## src/rtl/l2_cache_sweep_ctrl.sv

```systemverilog
// L2 whole-cache maintenance sequencer: walks every set/way, issues one flush/invalidate
// per line, drains the pipeline, then pulses done. Optional stall statistics: L2_SWEEP_STATS_EN.
`ifndef L2_SETS
`define L2_SETS 64
`endif
`ifndef L2_WAYS
`define L2_WAYS 8
`endif

module l2_cache_sweep_ctrl #(
  parameter int NUM_SETS   = `L2_SETS,
  parameter int NUM_WAYS   = `L2_WAYS,
  parameter int PIPE_DEPTH = 4
) (
  input  logic                        clk,
  input  logic                        reset,
  input  logic                        start_en,
  input  logic [1:0]                  start_op,
  input  logic                        abort_en,
  input  logic                        writeback_pending,
  output logic                        sweep_valid,
  input  logic                        sweep_ready,
  output logic [$clog2(NUM_SETS)-1:0] sweep_set,
  output logic [$clog2(NUM_WAYS)-1:0] sweep_way,
  output logic [1:0]                  sweep_op,
  output logic                        busy,
  output logic                        done,
  output logic                        aborted,
  output logic [31:0]                 sweep_stall_count
);

  // state | meaning
  // IDLE  | waiting for start_en
  // SWEEP | issuing one request per set/way
  // DRAIN | waiting for pipeline depth and writeback queue to empty
  // DONE  | one-cycle completion pulse
  typedef enum logic [1:0] {IDLE, SWEEP, DRAIN, DONE} state_t;

  localparam int SW = $clog2(NUM_SETS);
  localparam int WW = $clog2(NUM_WAYS);

  state_t     state, state_nxt;
  logic [3:0] drain_cnt, drain_dec;
  logic       abort_flag;
  logic       accept, last_line, way_wrap, start_acc;

  always_comb begin
    accept    = (state == SWEEP) && sweep_ready;
    way_wrap  = (sweep_way == WW'(NUM_WAYS - 1));
    last_line = way_wrap && (sweep_set == SW'(NUM_SETS - 1));
    start_acc = (state == IDLE) && start_en;
    drain_dec = (drain_cnt == 4'd0) ? 4'd0 : drain_cnt - 4'd1;
  end

  // DRAIN exits when the count is about to reach zero, so it lasts PIPE_DEPTH cycles minimum
  always_comb begin
    state_nxt = state;
    case (state)
      IDLE:  if (start_en) state_nxt = SWEEP;
      SWEEP: if (accept && (last_line || abort_flag || abort_en)) state_nxt = DRAIN;
      DRAIN: if ((drain_dec == 4'd0) && !writeback_pending) state_nxt = DONE;
      DONE:  state_nxt = IDLE;
      default: state_nxt = IDLE;
    endcase
  end

  always_ff @(posedge clk or posedge reset) begin
    if (reset) begin
      state       <= IDLE;
      drain_cnt   <= 4'd0;
      abort_flag  <= 1'b0;
      sweep_set   <= '0;
      sweep_way   <= '0;
      sweep_op    <= 2'd0;
      sweep_valid <= 1'b0;
      busy        <= 1'b0;
      done        <= 1'b0;
      aborted     <= 1'b0;
    end else begin
      state       <= state_nxt;
      sweep_valid <= (state_nxt == SWEEP);
      busy        <= (state_nxt != IDLE);
      done        <= (state_nxt == DONE);
      aborted     <= (state_nxt == DONE) && abort_flag;
      case (state)
        IDLE: begin
          if (start_en) begin
            sweep_op   <= (start_op == 2'd3) ? 2'd0 : start_op;
            sweep_set  <= '0;
            sweep_way  <= '0;
            abort_flag <= 1'b0;
          end
        end
        SWEEP: begin
          if (abort_en) abort_flag <= 1'b1;
          if (accept) begin
            sweep_way <= sweep_way + WW'(1);
            if (way_wrap) sweep_set <= sweep_set + SW'(1);
          end
          if (state_nxt == DRAIN) drain_cnt <= 4'(PIPE_DEPTH);
        end
        DRAIN: drain_cnt <= drain_dec;
        default: ;
      endcase
    end
  end

`ifdef L2_SWEEP_STATS_EN
  always_ff @(posedge clk or posedge reset) begin
    if (reset) begin
      sweep_stall_count <= 32'd0;
    end else if (start_acc) begin
      sweep_stall_count <= 32'd0;
    end else if ((state == SWEEP) && !sweep_ready && (sweep_stall_count != 32'hFFFF_FFFF)) begin
      sweep_stall_count <= sweep_stall_count + 32'd1;
    end
  end
`else
  logic unused_stats;
  assign unused_stats      = start_acc;
  assign sweep_stall_count = 32'd0;
`endif

endmodule

```

## config.mk

```make
export PLATFORM = sky130hd
export DESIGN_NAME = l2_cache_sweep_ctrl
export DESIGN_NICKNAME = d
export VERILOG_FILES = /design/src/rtl/l2_cache_sweep_ctrl.sv
export SDC_FILE = /design/constraint.sdc
export NUM_CORES = 1
export LEC_CHECK = 0
export CORE_ASPECT_RATIO = 1.1
export CORE_UTILIZATION = 38
export CTS_CLUSTER_DIAMETER = 30
export DETAILED_ROUTE_END_ITERATION = 6
export GPL_ROUTABILITY_DRIVEN = 0
export GPL_TIMING_DRIVEN = 0
export PLACE_DENSITY = 0.82
export SLEW_MARGIN = 10
export SYNTH_ARGS = -nofsm -noshare
export SYNTH_HDL_FRONTEND = slang
export SYNTH_SLANG_ARGS = --single-unit
```

## constraint.sdc

```tcl
create_clock -name clk -period 1.6 [get_ports clk]
set_clock_uncertainty 0.05 [all_clocks]
set_input_delay 0.4 -clock clk [delete_from_list [all_inputs] [get_ports clk]]
set_output_delay 0.4 -clock clk [all_outputs]
set_load 0.05 [all_outputs]
```

==> flow_summary.toml <==
[floorplan]
die_area_um2 = 3680
dieWidth_um = 58.0
ios = 55
die_y_um = 63.6
coreArea_um2 = 3150
num_rows = 21
start_util_pct = 41.5

[detailed_routing]
drtIter0Drc = 12
wl_per_cell_um = 9.84
drt-pass1-iter-count = 6
wl_um = 2200
route.detailed.drc = 2
vias_per_cell = 4.31
antenna_left = 0
dr_total_vias = 966

[clock_tree]
cts_tree = "yes"
cts_buffers = 3
clk_pin_slew_worst_paths_ns = 0.13
postCtsHoldBufs = 0
clock_path_buffers = 2
ctsHtreeMaxLevel = 1
insertion_delay_ns = 0.31
cts_sinks = 22
cts-root-buf = "clkbuf_4"

[sta]
hold_violations = 0
layout_min_cycle_time_ns = 1.63
setup_slack_ns = -0.0285
finalSetupViolCount = 1
worst_pin_slew_ns = 0.825
rsz0062_at_grt = "yes"
final_max_slew_viol_count = 0
hold_ws_ns = 0.479
finalCritPeriodShare_pct = 102
slew-limit-headroom_pct = 45.0
maxClockFrequency_mhz = 614

[global_route]
track_usage_pct = 12.0
grt_max_degree = 23
grt_pass1_vias = 794
antenna_found_initial = 0
grt_pass1_wl_um = 3460
grt-ovfl-total = 0

[final_layout]
final_layout_size_suffix_gt1_share_pct = 38.9
mostFrequentLayoutCells = "buf_4, conb_1, dfrtp_1, nor2_1, buf_2"
fin_nets = 202
antenna_cells = 0
area_growth_pct = 33.7
final_common_cell = "buf_4"
nFillCells = 299

[setup_path]
cpPeakStageDelay_ns = 0.41
critical_path_arrival_ns = 1.80
path_max_fanout = 4
cp.buffers_inverters = 0
critPathCaptureType = "flop"
crit_path_frequent_cell = "ha_4"
critical_path.cell_chain = "ha_4 > ha_4 > nand4_1 > o211a_1 > or3_4 > and2_4"
crit_required_ns = 1.77
startpoint_type = "flop"
crit_family = "simple AND/OR/NAND/NOR gates"
cp_slowest_cell = "dfrtp_2"
criticalPathCategory = "flop to flop"

[synth]
syn_avg_cell_area_um2 = 9.99
synth_cell_types = 39
synth_flop_cell = "dfrtp_1"
synth_edf_count = 0
async_reset_ff_share_pct = 100
syn_area_um2 = 1310
synth.yosys.warnings = 0
yosysSeqAreaShare_pct = 42.1
synthCells = 131
synth_seq_cells = 22

[power]
leakage_nw = 0.905
power_mw = 2.59
vdd_drop_max_mv = 0.696
powerDensity_nw_per_um2 = 1480

[status]
status = "finished with violations"
violations = "DRC, setup timing"

[placement]
portBuffers = 22
dp_hpwl_um = 1640

[min_path]
hp-class = "flop to flop"

[run]
drv_cap = 0
## state kept, by name, indices dropped and copies added, names as in the netlist
signal,count
state,2
sweep_way,3
sweep_valid,1
sweep_set,6
sweep_op,2
abort_flag,1
busy,1
drain_cnt,4
aborted,1
done,1
## worst min-delay path, delay by kind of cell (launching register included)
family / cells / cell delay, ns
flip-flops: 1 / 0.39
AO/OA/AOI/OAI: 1 / 0.06
buffers and inverters: 1 / 0.05
## through the flow
stage / std cells / utilization [%] / setup WS [ns] / setup TNS, ns / instance area (µm²)
4_1_cts: 223 / 56.5 / -0.0390 / -0.0390 / 1780
2_1_floorplan: 162 / - / -0.210 / -0.373 / 1460
3_5_place_dp: 218 / 54.7 / -0.360 / -4.21 / 1720
3_3_place_gp: 218 / 54.7 / -0.363 / -4.04 / 1720
5_1_grt: 224 / 55.5 / -0.109 / -0.143 / 1750
6_report: 224 / 55.5 / -0.0285 / -0.0285 / 1750
## worst paths after layout
check	start	endpoint	slack (ns)	cells after the start
setup / recovery	sweep_way[1]	sweep_valid	-0.03	6
hold / removal	sweep_op[0]	sweep_op[0]	0.48	2
setup reg to reg	sweep_way[1]	sweep_valid	-0.03	6
hold reg to reg	sweep_op[0]	sweep_op[0]	0.48	2
max in group asynchronous	reset	sweep_way[2]	0.44	2
min in group asynchronous	reset	drain_cnt[3]	0.49	2
## cell families after synthesis
group,synth area share [%]
compound gates,9.56
xor+xnor,2.01
fa+ha+maj,2.87
buf+inv,21.8
flops,42.1
mux,1.72
other cells,0.287
simple gates,19.7
## routing by layer
metal	wire [µm]	vias to the layer above	part of all wire, %	GRT usage [%]
met2	1090	34	49	20.4
met3	150	2	6.8	2.87
met1	948	431	43	14.5
met4	14	0	0.64	4.46
li1	-	499	-	-
met5	0	-	0	0
## final cells by class
class                           instances  area (µm²)  share of cell area [%]
Timing Repair Buffer                   24         185                    10.6
Sequential cell                        22         557                    31.8
Inverter                                4        15.0                   0.858
Buffer                                 35         270                    15.5
Clock buffer                            3        22.5                    1.29
Tap cell                               34        42.5                    2.43
Multi-Input combinational cell        101         627                    35.8
Clock inverter                          1        30.0                    1.72
## cell usage after synthesis, types with 2 or more instances
| cell | count | share of area [%] |
|---|---|---|
| ha_1 | 3 | 2.9 |
| nor3_1 | 3 | 1.1 |
| nor2_1 | 8 | 2.3 |
| o21ai_1 | 3 | 1.1 |
| a22o_1 | 2 | 1.3 |
| mux2_2 | 2 | 1.7 |
| nand3_1 | 2 | 0.76 |
| buf_4 | 33 | 19 |
| dfrtp_1 | 22 | 42 |
| o21ai_0 | 3 | 1.1 |
| buf_6 | 2 | 1.7 |
| or3_1 | 2 | 0.96 |
| inv_1 | 4 | 1.1 |
| nand2_1 | 7 | 2.0 |
| xor2_1 | 2 | 1.3 |
| nand3b_1 | 2 | 1.1 |
| and2_1 | 2 | 0.96 |
| o31a_1 | 2 | 1.3 |
| nand4_1 | 2 | 0.96 |
| nand2b_1 | 2 | 0.96 |
| a21oi_1 | 5 | 1.9 |
## power by group
part,switching (mW),internal (mW),total [mW]
Sequential,0.138,0.719,0.857
Clock,0.169,0.253,0.423
Combinational,0.819,0.494,1.31
Total,1.13,1.47,2.59
## repair_timing
item                                    4_1_cts  5_1_grt
setup buffers                                 1        1
resized for setup                            49       14
hold endpoints to repair                      0        0
pin swaps                                     2        2
endpoints found under the setup margin       18       13
(Power assumes the default switching activity.)
